## config.mk

```make
export PLATFORM = sky130hd
export DESIGN_NAME = uart_tx_arbiter_flat
export DESIGN_NICKNAME = d
export VERILOG_FILES = /design/src/rtl/uart_tx_arbiter_if.sv /design/src/rtl/uart_tx_arbiter.sv /design/src/flat_wrapper.sv
export SDC_FILE = /design/constraint.sdc
export NUM_CORES = 1
export LEC_CHECK = 0
export CORE_MARGIN = 1.5
export CORE_UTILIZATION = 37
export CTS_BUF_LIST = sky130_fd_sc_hd__clkbuf_8
export DETAILED_ROUTE_END_ITERATION = 7
export GPL_TIMING_DRIVEN = 0
export PLACE_DENSITY = 0.78
export SYNTH_ARGS = -nofsm -noshare
export SYNTH_HDL_FRONTEND = slang
export SYNTH_SLANG_ARGS = --single-unit
```

## constraint.sdc

```tcl
create_clock -name clk -period 1.8 [get_ports clk]
set_input_delay 0.54 -clock clk [delete_from_list [all_inputs] [get_ports clk]]
set_output_delay 0.54 -clock clk [all_outputs]
set_load 0.01 [all_outputs]
```

## src/rtl/uart_tx_arbiter_if.sv

```systemverilog
// Request-side and UART-side signal bundle for uart_tx_arbiter.
// The arbiter connects through the slave modport; requesters and the UART model use master.
interface uart_tx_arbiter_if;
    logic [3:0]  req;
    logic [31:0] req_data;
    logic [3:0]  req_psel;
    logic        tx_busy;
    logic [3:0]  ack;
    logic        tx_start;
    logic [7:0]  tx_data;
    logic        tx_p_sel;
    logic [1:0]  owner;
    logic        busy;
    logic        timeout_err;

    modport slave (
        input  req, req_data, req_psel, tx_busy,
        output ack, tx_start, tx_data, tx_p_sel, owner, busy, timeout_err
    );

    modport master (
        output req, req_data, req_psel, tx_busy,
        input  ack, tx_start, tx_data, tx_p_sel, owner, busy, timeout_err
    );
endinterface

```

## src/rtl/uart_tx_arbiter.sv

```systemverilog
// Round-robin arbiter feeding four byte requesters into one UART transmitter.
// Define UART_ARB_TIMEOUT_EN to build in the tx_busy watchdog (TO_CYCLES clocks).
//
// state     | meaning
// IDLE      | waiting for any req; grants, latches byte, pulses ack
// LAUNCH    | issues the registered tx_start pulse
// WAIT_BUSY | waiting for the UART to raise tx_busy
// WAIT_DONE | frame in progress, waiting for tx_busy to fall
module uart_tx_arbiter #(
    parameter int unsigned TO_CYCLES = 16
) (
    input  logic              clk,
    input  logic              rst_n,
    uart_tx_arbiter_if.slave  bus
);
    typedef enum logic [1:0] {IDLE, LAUNCH, WAIT_BUSY, WAIT_DONE} state_t;

    state_t      state_q, state_d;
    logic [3:0]  ack_q, ack_d;
    logic        tx_start_q, tx_start_d;
    logic [7:0]  tx_data_q, tx_data_d;
    logic        tx_p_sel_q, tx_p_sel_d;
    logic [1:0]  owner_q, owner_d;
    logic [1:0]  winner;
    logic        found;

`ifdef UART_ARB_TIMEOUT_EN
    localparam int CNT_W = $clog2(TO_CYCLES + 1);
    logic [CNT_W-1:0] cnt_q, cnt_d;
    logic             timeout_err_q, timeout_err_d;
`else
    localparam bit unused_to_cycles = (TO_CYCLES != 0);
`endif

    // Search starts one past the last owner so every requester gets a turn.
    always_comb begin
        winner = owner_q;
        found  = 1'b0;
        for (int i = 1; i <= 4; i++) begin
            if (!found && bus.req[owner_q + 2'(i)]) begin
                winner = owner_q + 2'(i);
                found  = 1'b1;
            end
        end
    end

    always_comb begin
        state_d    = state_q;
        ack_d      = '0;
        tx_start_d = 1'b0;
        tx_data_d  = tx_data_q;
        tx_p_sel_d = tx_p_sel_q;
        owner_d    = owner_q;
`ifdef UART_ARB_TIMEOUT_EN
        cnt_d         = cnt_q;
        timeout_err_d = 1'b0;
`endif
        case (state_q)
            IDLE: begin
                if (found) begin
                    ack_d      = 4'b0001 << winner;
                    tx_data_d  = bus.req_data[{winner, 3'b000} +: 8];
                    tx_p_sel_d = bus.req_psel[winner];
                    owner_d    = winner;
                    state_d    = LAUNCH;
                end
            end
            LAUNCH: begin
                tx_start_d = 1'b1;
                state_d    = WAIT_BUSY;
`ifdef UART_ARB_TIMEOUT_EN
                cnt_d      = '0;
`endif
            end
            WAIT_BUSY: begin
                if (bus.tx_busy) begin
                    state_d = WAIT_DONE;
                end
`ifdef UART_ARB_TIMEOUT_EN
                else if (cnt_q + CNT_W'(1) == CNT_W'(TO_CYCLES)) begin
                    timeout_err_d = 1'b1;
                    cnt_d         = '0;
                    state_d       = IDLE;
                end else begin
                    cnt_d = cnt_q + CNT_W'(1);
                end
`endif
            end
            WAIT_DONE: begin
                if (!bus.tx_busy) begin
                    state_d = IDLE;
                end
            end
            default: state_d = IDLE;
        endcase
    end

    always_ff @(posedge clk or negedge rst_n) begin
        if (!rst_n) begin
            state_q    <= IDLE;
            ack_q      <= '0;
            tx_start_q <= 1'b0;
            tx_data_q  <= 8'h00;
            tx_p_sel_q <= 1'b0;
            owner_q    <= 2'd3;
        end else begin
            state_q    <= state_d;
            ack_q      <= ack_d;
            tx_start_q <= tx_start_d;
            tx_data_q  <= tx_data_d;
            tx_p_sel_q <= tx_p_sel_d;
            owner_q    <= owner_d;
        end
    end

`ifdef UART_ARB_TIMEOUT_EN
    always_ff @(posedge clk or negedge rst_n) begin
        if (!rst_n) begin
            cnt_q         <= '0;
            timeout_err_q <= 1'b0;
        end else begin
            cnt_q         <= cnt_d;
            timeout_err_q <= timeout_err_d;
        end
    end

    assign bus.timeout_err = timeout_err_q;
`else
    assign bus.timeout_err = 1'b0;
`endif

    assign bus.ack      = ack_q;
    assign bus.tx_start = tx_start_q;
    assign bus.tx_data  = tx_data_q;
    assign bus.tx_p_sel = tx_p_sel_q;
    assign bus.owner    = owner_q;
    assign bus.busy     = (state_q != IDLE);
endmodule

```

## src/flat_wrapper.sv

```systemverilog
// flat-port wrapper written by rule: the top's interface ports become plain ports
module uart_tx_arbiter_flat 
#(
    parameter int unsigned TO_CYCLES = 16
)
  (clk, rst_n, bus_req, bus_req_data, bus_req_psel, bus_tx_busy, bus_ack, bus_tx_start, bus_tx_data, bus_tx_p_sel, bus_owner, bus_busy, bus_timeout_err);
  uart_tx_arbiter_if bus_i ();
  input  logic clk;
  input  logic rst_n;
  input wire logic [$bits(bus_i.req)-1:0] bus_req;
  input wire logic [$bits(bus_i.req_data)-1:0] bus_req_data;
  input wire logic [$bits(bus_i.req_psel)-1:0] bus_req_psel;
  input wire logic [$bits(bus_i.tx_busy)-1:0] bus_tx_busy;
  output wire logic [$bits(bus_i.ack)-1:0] bus_ack;
  output wire logic [$bits(bus_i.tx_start)-1:0] bus_tx_start;
  output wire logic [$bits(bus_i.tx_data)-1:0] bus_tx_data;
  output wire logic [$bits(bus_i.tx_p_sel)-1:0] bus_tx_p_sel;
  output wire logic [$bits(bus_i.owner)-1:0] bus_owner;
  output wire logic [$bits(bus_i.busy)-1:0] bus_busy;
  output wire logic [$bits(bus_i.timeout_err)-1:0] bus_timeout_err;
  assign bus_i.req = bus_req;
  assign bus_i.req_data = bus_req_data;
  assign bus_i.req_psel = bus_req_psel;
  assign bus_i.tx_busy = bus_tx_busy;
  assign bus_ack = bus_i.ack;
  assign bus_tx_start = bus_i.tx_start;
  assign bus_tx_data = bus_i.tx_data;
  assign bus_tx_p_sel = bus_i.tx_p_sel;
  assign bus_owner = bus_i.owner;
  assign bus_busy = bus_i.busy;
  assign bus_timeout_err = bus_i.timeout_err;
  uart_tx_arbiter #(.TO_CYCLES(TO_CYCLES)) u_core (.clk(clk), .rst_n(rst_n), .bus(bus_i));
endmodule
```

After elaboration in Yosys (flattened, before gate mapping):

Index checks and enable logic that the tools add are counted.

* logic and storage cells: 57
* input bits: 43
* output and inout bits: 18
* bits in registers: 18

* equality and inequality tests: 6
* shifts and indexed selects: 2
* $lt $le $gt $ge: 5
* mux-type cells: 25
* reductions and logical operators: 10
* add/subtract/negate cells: 3

Operator list (number)
* $shiftx 32x6->8: 1
* $lt 2x3->1 const B: 5
* $mux 2: 7
* $bmux 1 s2: 5
* $mux 1: 10
* $mux 4: 2
* $pmux 2 s4: 1
* $add 2x2->2 const B: 2
* $eq 2x2->1 const B: 2
* $ne 2x2->1 const B: 2
* $shl 1x2->4 const A: 1
* $logic_and 1x1->1: 3
* $logic_not 1->1: 3
* $reduce_and 3->1: 1
* $add 2x1->2 const B: 1
* $eq 2x1->1 const B: 1
* $logic_not 2->1: 1
* $ne 2x1->1 const B: 1
* $reduce_and 2->1: 1
* $reduce_bool 2->1: 1

Logic depth before layout (Yosys ltp):

Gate-level depths: netlist of the first run.

* depth after elaboration: 16
* mapped depth: 7
* gate-level depth less buffers: 6

Worst setup path after synthesis of the first run:

Ideal clock, no wire load.

* path type: reg2reg
* start: register u_core.owner_q[1] (netlist: u_core.bus.owner[1])
* end: register u_core.tx_data_q[0] (netlist: u_core.bus.tx_data[0])
* period minus slack after synthesis: 1.915 ns
* stages on the path, launching flop included: 8
* data required time: 1.668 ns
* arrival: 1.782 ns
* library setup time: 0.132 ns
* buffers on the path: 2
* slack: -0.115 ns
* cell sequence: dfstp_2 buf_6 inv_1 a21o_1 a211oi_4 buf_6 mux2i_1 o221ai_2

* cells in the longest elaborated chain, start to end: 14
* elaborated cells on any way between the ends: 27
* classes of those cells: 3 x add/sub; 1 x shift; 16 x mux; 7 x reduce/logical

RTL lines
* start, declared: line uart_tx_arbiter.sv:23 `logic [1:0] owner_q, owner_d;`
* start signal, assigned: line uart_tx_arbiter.sv:112 `owner_q <= owner_d;`
* $add 2x1->2: line uart_tx_arbiter.sv:40, uart_tx_arbiter.sv:41
* $bmux 1 s2: line uart_tx_arbiter.sv:40 `if (!found && bus.req[owner_q + 2'(i)]) begin`
* $mux 1 (implied by the code): line uart_tx_arbiter.sv:40
* $mux 1: line uart_tx_arbiter.sv:40
* $logic_not 1->1: line uart_tx_arbiter.sv:40
* $logic_and 1x1->1: line uart_tx_arbiter.sv:40
* $mux 1: line uart_tx_arbiter.sv:40
* $logic_not 1->1: line uart_tx_arbiter.sv:40
* $logic_and 1x1->1: line uart_tx_arbiter.sv:40
* $mux 1: line uart_tx_arbiter.sv:40
* $logic_not 1->1: line uart_tx_arbiter.sv:40
* $logic_and 1x1->1: line uart_tx_arbiter.sv:40
* $mux 2 or $mux 1 (tied branches): line uart_tx_arbiter.sv:40
* $shiftx 32x6->8 or $reduce_and 2->1 (tied branches)
* end signal, assigned: line uart_tx_arbiter.sv:110 `tx_data_q <= tx_data_d;`
* end, declared: line uart_tx_arbiter.sv:21 `logic [7:0] tx_data_q, tx_data_d;`

Several ways; a longest one is shown, not always the timed one. The select of a mux whose other input is x is not followed.
A chain may end at the register's enable or synchronous reset.

Worst setup path in the final report of the first run:

* start: register u_core.owner_q[0] (netlist: u_core.bus.owner[0])
* end: register u_core.tx_data_q[0] (netlist: u_core.bus.tx_data[0])

The elaborated chain is that of the path after synthesis.

==> implementation parameters, run 1 <==
Parameter                              Value

Synthesis
  Post-Syn Area per Cell ... 10.7 sq um
  Synth Instances ... about 110
  Area contributors post-synth ... sky130_fd_sc_hd__dfrtp_1 34%, sky130_fd_sc_hd__mux2i_1 15%, sky130_fd_sc_hd__o221ai_2 10%, sky130_fd_sc_hd__dfstp_2 4.4%, sky130_fd_sc_hd__nand2_1 4.4%
  Number of synthesis warnings ... 0
  Syn nets ... between 150 and 200
  Dominant register cell in the synthesized netlist ... sky130_fd_sc_hd__dfrtp_1
  Number of unique standard cell types used by synthesis ... 33
  Sequential fraction of the synthesis area ... 0.381
  Post-synth EDFFs ... 0
  Portion of synthesized cell area occupied by the leading cell type ... 0.337
  Async S/R FF share, synth ... 1.00
  Area of the mapped netlist ... approximately 1200 sq um
  Number of synthesized register bits ... 18
  Cell type contributing the most total cell area after synthesis ... sky130_fd_sc_hd__dfrtp_1

Setup path
  Required arrival time at the worst endpoint ... ~1.9 ns
  Peak fanout along the critical path ... 10
  Kind of end point of the critical path ... flip-flop
  Slack of the worst reg-to-reg path ... -0.13 ns
  Reg2reg path depth ... 8
  Capture point of the worst reg-to-reg path ... u_core.bus.tx_data[0]$_DFFE_PN0P_
  WP data arrival ... about 2.1 ns
  Type of element launching the critical path ... flip-flop
  Endpoint of the most critical setup path ... u_core.bus.tx_data[0]$_DFFE_PN0P_
  Class of the most critical setup path ... flip-flop to flip-flop
  Worst r2r src ... u_core.bus.owner[0]$_DFFE_PN1P_
  Worst setup path startpoint ... u_core.bus.owner[0]$_DFFE_PN1P_

Global route
  Global router's overall resource usage ... 0.205
  Global-route wire length before repair ... around 5.4 mm
  Total congestion overflow after global routing ... 0
  Vias in the first global route ... around 1200
  Pin count of the biggest net entering global routing ... 19
  Initial antenna violation count ... 0

Clocking
  CTS H-tree depth ... 1
  Clock tree sinks ... 18
  Maximum buffer depth of the clock tree ... 2
  Hold-fix buffer count after cts ... 0
  Number of buffers created by CTS ... 3
  Skew-Pair Late Insertion Delay ... about 0.25 ns
  CTS tree ... yes
  Clk root buf ... sky130_fd_sc_hd__clkbuf_8
  Clock edge transition at the registers on the reported setup and hold paths ... roughly 0.070 ns

STA
  Setup repair after global routing missed its margin ... yes
  Clock skew after layout ... around 0.0053 ns
  Final-report hold violation count ... 0
  Fin crit period ... 1.93 ns
  Final period util ... 1.07
  Post-Route Setup TNS ... -1.04 ns
  Headroom to the max-slew limit ... 0.459
  Maximum clock frequency ... 518 MHz
  Total of endpoints with negative setup slack in the final report ... 9
  Final worst-path setup slack ... -0.130 ns
  Max Transition Viols Final ... 0
  Transition time of the tightest slew-check pin ... 0.809 ns

Floorplanning
  Die height ... just under 60 um
  Total Die Area ... 3560 sq um
  Die width ... between 50 and 60 um
  Number of rows in the core area ... 20
  Core area ... 3050 sq um
  Top-level port count ... between 60 and 70
  Initial Utilization ... 0.389

Detailed routing
  Starting DRT DRC Count ... 26
  WL per Instance ... between 15 and 20 um
  Wl on met1 ... 1.41 mm
  Number of vias per cell after detailed routing ... between 5 and 6
  Amount of wire on met3 after detailed routing ... ~210 um
  Post-Route WL ... 3.45 mm
  Max Used Layer ... met4
  Total vias in the final route ... 1160
  Remaining number of nets flagged by the antenna check after routing ... 0
  Total DRC errors in the routed layout ... 0
  Pre-antenna DRT Iters ... 4
  Routed wire length on met2 ... approximately 1.7 mm

Placed design
  Area after detailed placement ... 1830 sq um
  Placed cells ... around 210
  Port bufs ... 59
  Minimum setup slack after placement ... -0.783 ns
  Global placement routability congestion ... approximately 0.84
  Placed wire-length estimate ... 2.45 mm

Finish
  Non-Filler Cell Area, Final ... 2080 sq um
  Share of cells above drive strength 1 ... 0.299
  Highest-count cells in the layout ignoring fill and taps ... 52 x sky130_fd_sc_hd__clkdlybuf4s50_1, 16 x sky130_fd_sc_hd__dfrtp_1, 14 x sky130_fd_sc_hd__nand2_1
  Leading cell type in the layout, fill and taps excluded ... sky130_fd_sc_hd__clkdlybuf4s50_1
  Number of standard cells in the layout, taps in and fillers out ... between 200 and 250
  Nets@finish ... between 200 and 250
  Post-synthesis to final-layout area growth ... 75.6%
  Number of diodes ... 0

Min path
  Path type of the worst min-delay path ... flip-flop to flip-flop
  Worst hold path depth ... 2

Pwr
  Overall power consumption ... 3.37 mW
  Static leakage ... approximately 0.9 nW
  Maximum VDD drop ... between 0.7 and 0.8 mV
  Power per standard cell area ... between 1500 and 2000 nW/um^2

Outcome
  Failing checks ... setup timing
  Result of the run ... complete, but fails checks

Run
  Max-cap violations ... 0
==> worst min-delay path by stage <==
| stage | from | to | slack [ns] |
|---|---|---|---|
| floorplan | rst_n | u_core.bus.ack[0]$_DFF_PN0_ | 0.24 |
| global placement | u_core.bus.tx_p_sel$_DFFE_PN0P_ | u_core.bus.tx_p_sel$_DFFE_PN0P_ | 0.47 |
| detailed placement | u_core.bus.tx_data[7]$_DFFE_PN0P_ | u_core.bus.tx_data[7]$_DFFE_PN0P_ | 0.48 |
| CTS | u_core.bus.tx_p_sel$_DFFE_PN0P_ | u_core.bus.tx_p_sel$_DFFE_PN0P_ | 0.50 |
| global route | u_core.bus.tx_p_sel$_DFFE_PN0P_ | u_core.bus.tx_p_sel$_DFFE_PN0P_ | 0.52 |
| finish | u_core.bus.tx_p_sel$_DFFE_PN0P_ | u_core.bus.tx_p_sel$_DFFE_PN0P_ | 0.50 |
==> per-stage QoR <==
stage	hold slack [ns]	utilization
after global placement	0.470	0.600
final	0.499	0.683
after global routing	0.521	0.683
after CTS	0.501	0.665
after floorplan	0.244	-
after detailed placement	0.480	0.600
==> cells in the mapped netlist, types with 2 or more instances <==
library cell               number
sky130_fd_sc_hd__dfstp_2        2
sky130_fd_sc_hd__ha_1           4
sky130_fd_sc_hd__nor2_1         8
sky130_fd_sc_hd__o221ai_2       8
sky130_fd_sc_hd__o21ai_0        5
sky130_fd_sc_hd__buf_2          2
sky130_fd_sc_hd__buf_6          3
sky130_fd_sc_hd__mux2i_1       18
sky130_fd_sc_hd__nand2_1       14
sky130_fd_sc_hd__inv_1          7
sky130_fd_sc_hd__nand2b_1       2
sky130_fd_sc_hd__dfrtp_1       16
sky130_fd_sc_hd__a21oi_1        2
==> what timing repair did <==
item | CTS | global route
gates cloned | 1 | 0
gates resized for setup | 22 | 18
setup buffers | 10 | 1
setup endpoints to repair | 18 | 16
pin swaps | 1 | 1
==> registers in the layout, indices dropped and copies added (netlist names) <==
register and count:
u_core.bus.tx_p_sel 1, u_core.state_q 2, u_core.bus.ack 4, u_core.bus.tx_data 8, u_core.bus.owner 2, u_core.bus.tx_start 1
==> cell type report <==
class / count / area, sq um
buffer: 6 / 50.0
clock buffer: 4 / 55.1
fill: 238 / 968
inverter: 7 / 26.3
multi-input combinational: 78 / 742
sequential: 18 / 453
tap: 44 / 55.1
timing repair buffer: 71 / 703
==> layer usage <==
layer	up-vias	global-route usage
met5	-	0
met4	0	0.0825
met3	12	0.0390
met2	63	0.376
met1	538	0.230
li1	547	-
==> critical path, stage by stage (launching register included) <==
cell and delay, ns:
sky130_fd_sc_hd__dfstp_2 0.55, sky130_fd_sc_hd__buf_6 0.12, sky130_fd_sc_hd__nor2b_4 0.04, sky130_fd_sc_hd__a21o_1 0.18
sky130_fd_sc_hd__a211oi_4 0.26, sky130_fd_sc_hd__buf_4 0.17, sky130_fd_sc_hd__buf_12 0.14, sky130_fd_sc_hd__mux2i_2 0.23
sky130_fd_sc_hd__o221ai_2 0.10
==> report_power, final <==
part / internal [mW] / switching, mW / leakage [nW]
clock network: 0.194 / 0.138 / 0.0288
logic: 1.27 / 1.05 / 0.633
registers: 0.614 / 0.105 / 0.222
total: 2.08 / 1.30 / 0.884
==> kinds of logic after synthesis <==
family,count (synthesis),share of synthesized area
other cells,1,0.00316
simple gates,28,0.107
compound gates,25,0.216
fa+ha+maj,4,0.0422
xor+xnor,1,0.00738
mux,19,0.161
flops,18,0.381
buf+inv,15,0.0811
Power figures use the tool's default switching activity.
==> run 2, diff against run 1 <==
--- a/config.mk
+++ b/config.mk
@@ -11,6 +11,7 @@
 export DETAILED_ROUTE_END_ITERATION = 7
 export GPL_TIMING_DRIVEN = 0
 export PLACE_DENSITY = 0.78
+export SETUP_SLACK_MARGIN = 0.5
 export SYNTH_ARGS = -nofsm -noshare
 export SYNTH_HDL_FRONTEND = slang
 export SYNTH_SLANG_ARGS = --single-unit
==> run 2 against run 1 <==
Against the previous run: the flow still finishes with violations (setup timing); sequential cell count unchanged; utilization increased by 5.6 points; highest routed layer unchanged; sequential share of layout area down 1.7 points; power is 14% higher; sequential power decreased by 2%.
==> implementation parameters, run 2 (same netlist as run 1, synthesis figures left out) <==
Parameter                              Value

STA
  Fin crit period ... roughly 2.0 ns
  Maximum clock frequency ... around 510 MHz
  Max Transition Viols Final ... 0
  Total of endpoints with negative setup slack in the final report ... 11
  Transition time of the tightest slew-check pin ... between 0.8 and 0.9 ns
  Setup repair after global routing missed its margin ... yes
  Headroom to the max-slew limit ... 0.464
  Final-report hold violation count ... 0
  Worst hold margin ... between 0.4 and 0.5 ns
  Final period util ... 1.08
  Clock skew after layout ... 0.00429 ns
  Final worst-path setup slack ... -0.153 ns

Finish
  Number of standard cells in the layout, taps in and fillers out ... approximately 250
  Number of diodes ... 0
  Flip-flop count of the largest register, all copies and words added ... 8
  Share of the core filled with cells ... 0.739
  Nets@finish ... about 250
  Share of cells above drive strength 1 ... 0.493
  Leading cell type in the layout, fill and taps excluded ... sky130_fd_sc_hd__clkdlybuf4s50_1
  Highest-count cells in the layout ignoring fill and taps ... 36 x sky130_fd_sc_hd__clkdlybuf4s50_1, 19 x sky130_fd_sc_hd__buf_4, 16 x sky130_fd_sc_hd__dfrtp_1
  Post-synthesis to final-layout area growth ... 90.0%

Clocking
  Maximum buffer depth of the clock tree ... 2
  Clk root buf ... sky130_fd_sc_hd__clkbuf_8
  CTS tree ... yes
  Clock edge transition at the registers on the reported setup and hold paths ... ~0.07 ns
  Clock tree sinks ... 18
  Skew-Pair Late Insertion Delay ... about 0.26 ns
  Number of buffers created by CTS ... 3
  CTS H-tree depth ... 1

Global route
  Pin count of the biggest net entering global routing ... 19
  Vias in the first global route ... 1248
  Global router's overall resource usage ... 0.231
  Total congestion overflow after global routing ... 0
  Initial antenna violation count ... 0
  Global-route wire length before repair ... slightly below 6 mm

Detailed routing
  WL per Instance ... between 15 and 20 um
  Pre-antenna DRT Iters ... 4
  Total DRC errors in the routed layout ... 0
  Starting DRT DRC Count ... 48
  Total vias in the final route ... roughly 1200
  Number of vias per cell after detailed routing ... between 5 and 6
  Remaining number of nets flagged by the antenna check after routing ... 0
  Post-Route WL ... about 4.1 mm

Setup path
  Class of the most critical setup path ... flip-flop to flip-flop
  Required arrival time at the worst endpoint ... roughly 1.9 ns
  Endpoint of the most critical setup path ... u_core.bus.tx_data[7]$_DFFE_PN0P_
  Type of element launching the critical path ... flip-flop
  Worst setup path startpoint ... u_core.bus.owner[0]$_DFFE_PN1P_
  Kind of end point of the critical path ... flip-flop
  Capture point of the worst reg-to-reg path ... u_core.bus.tx_data[7]$_DFFE_PN0P_
  Reg2reg path depth ... 8
  Peak fanout along the critical path ... 10
  WP data arrival ... ~2.1 ns
  Slack of the worst reg-to-reg path ... -0.15 ns
  Worst r2r src ... u_core.bus.owner[0]$_DFFE_PN1P_

Placed design
  Global placement routability congestion ... 0.817
  Placed cells ... 214
  Port bufs ... slightly below 60
  Placed wire-length estimate ... 2.37 mm

Floorplanning
  Top-level port count ... between 60 and 70
  Initial Utilization ... 0.389
  Number of rows in the core area ... 20
  Total Die Area ... approximately 3600 sq um
  Die height ... around 60 um
  Core area ... a little over 3000 sq um
  Die width ... just under 60 um

Outcome
  Failing checks ... setup timing
  Result of the run ... complete, but fails checks

Pwr
  Part of the power in the clock network ... 0.087
  Power per standard cell area ... roughly 1700 nW/um^2
  Maximum VDD drop ... 0.883 mV
  Internal portion of total power ... between 2 and 2.5 mW
  Combinational Power Share ... 0.728
  Relative contribution of sequential cells to total power ... 0.185
  Sw power ... ~1.5 mW
  Switching share of power ... 0.395
  Static leakage ... 1.01 nW

Run
  Max-cap violations ... 0

Min path
  Path type of the worst min-delay path ... input pin to asynchronous set/reset pin
-- run 2: cell count changes in the layout (fill, tap and decap cells not counted), moves of 3 or more --
cell / change
sky130_fd_sc_hd__o21ai_0: -4
sky130_fd_sc_hd__clkdlybuf4s50_1: -16
sky130_fd_sc_hd__buf_6: +11
sky130_fd_sc_hd__buf_4: +7
sky130_fd_sc_hd__mux2i_1: +3
sky130_fd_sc_hd__buf_2: +15
sky130_fd_sc_hd__o21ai_1: +3
sky130_fd_sc_hd__nor2_1: -4
sky130_fd_sc_hd__nor2_2: +4
-- run 2: what timing repair did --
item,CTS,global route
endpoints found under the setup margin,50,34
resized for setup,104,21
setup buffers,18,6
pin swaps,7,6
cloned,3,0
hold buffers,0,0
-- run 2: stage by stage --
step / setup TNS [ns] / area (sq um) / power [mW] / setup WS, ns
floorplan: -0.214 / 1220 / 1.97 / -0.0272
global placement: -9.31 / 1870 / 2.60 / -0.763
detailed placement: -9.42 / 1870 / 2.65 / -0.756
CTS: -0.718 / 2110 / 3.45 / -0.0949
global route: -1.95 / 2260 / 4.04 / -0.230
finish: -1.28 / 2260 / 3.83 / -0.153
-- run 2: layout make-up --
type | instances | area [sq um]
multi-input cells | 78 | 800
fillers | 216 | 797
repair buffers | 86 | 766
flip-flops and latches | 18 | 453
plain buffers | 8 | 101
clock buffers | 4 | 55.1
well taps | 44 | 55.1
inverters | 7 | 26.3
-- run 2: how the worst min path moves through the flow --
| stage | startpoint | endpoint | slack (ns) | depth (start not counted) |
|---|---|---|---|---|
| final | rst_n | u_core.bus.tx_p_sel$_DFFE_PN0P_ | 0.48 | 1 |
| after global routing | u_core.bus.tx_data[2]$_DFFE_PN0P_ | u_core.bus.tx_data[2]$_DFFE_PN0P_ | 0.52 | 2 |
| after CTS | u_core.bus.tx_data[5]$_DFFE_PN0P_ | u_core.bus.tx_data[5]$_DFFE_PN0P_ | 0.49 | 2 |
| after detailed placement | u_core.bus.tx_data[5]$_DFFE_PN0P_ | u_core.bus.tx_data[5]$_DFFE_PN0P_ | 0.47 | 2 |
| after global placement | u_core.bus.tx_p_sel$_DFFE_PN0P_ | u_core.bus.tx_p_sel$_DFFE_PN0P_ | 0.47 | 2 |
| after floorplan | rst_n | u_core.bus.ack[0]$_DFF_PN0_ | 0.24 | 0 |
-- run 2: power groups by stage --
stage / sequential, mW / combinational [mW] / clock [mW]
2_1_floorplan: 0.791 / 1.18 / 0
3_3_place_gp: 0.723 / 1.87 / 0
3_5_place_dp: 0.721 / 1.93 / 0
4_1_cts: 0.710 / 2.40 / 0.338
5_1_grt: 0.726 / 2.95 / 0.361
6_report: 0.708 / 2.79 / 0.334
-- run 2: layer usage --
metal	up-vias	routed length, um	GRT usage
met5	-	0	0
met4	0	74	0.105
met3	8	229	0.0325
met2	61	2140	0.398
met1	587	1680	0.285
li1	576	-	-
-- run 2: critical path, stage by stage, from the launching register on --
cell and delay, ns:
sky130_fd_sc_hd__dfstp_2 0.54, sky130_fd_sc_hd__buf_6 0.12, sky130_fd_sc_hd__nor2b_4 0.04, sky130_fd_sc_hd__a21o_1 0.18, sky130_fd_sc_hd__a211oi_4 0.29, sky130_fd_sc_hd__buf_4 0.18
sky130_fd_sc_hd__buf_12 0.13, sky130_fd_sc_hd__mux2i_1 0.22, sky130_fd_sc_hd__o221ai_2 0.11
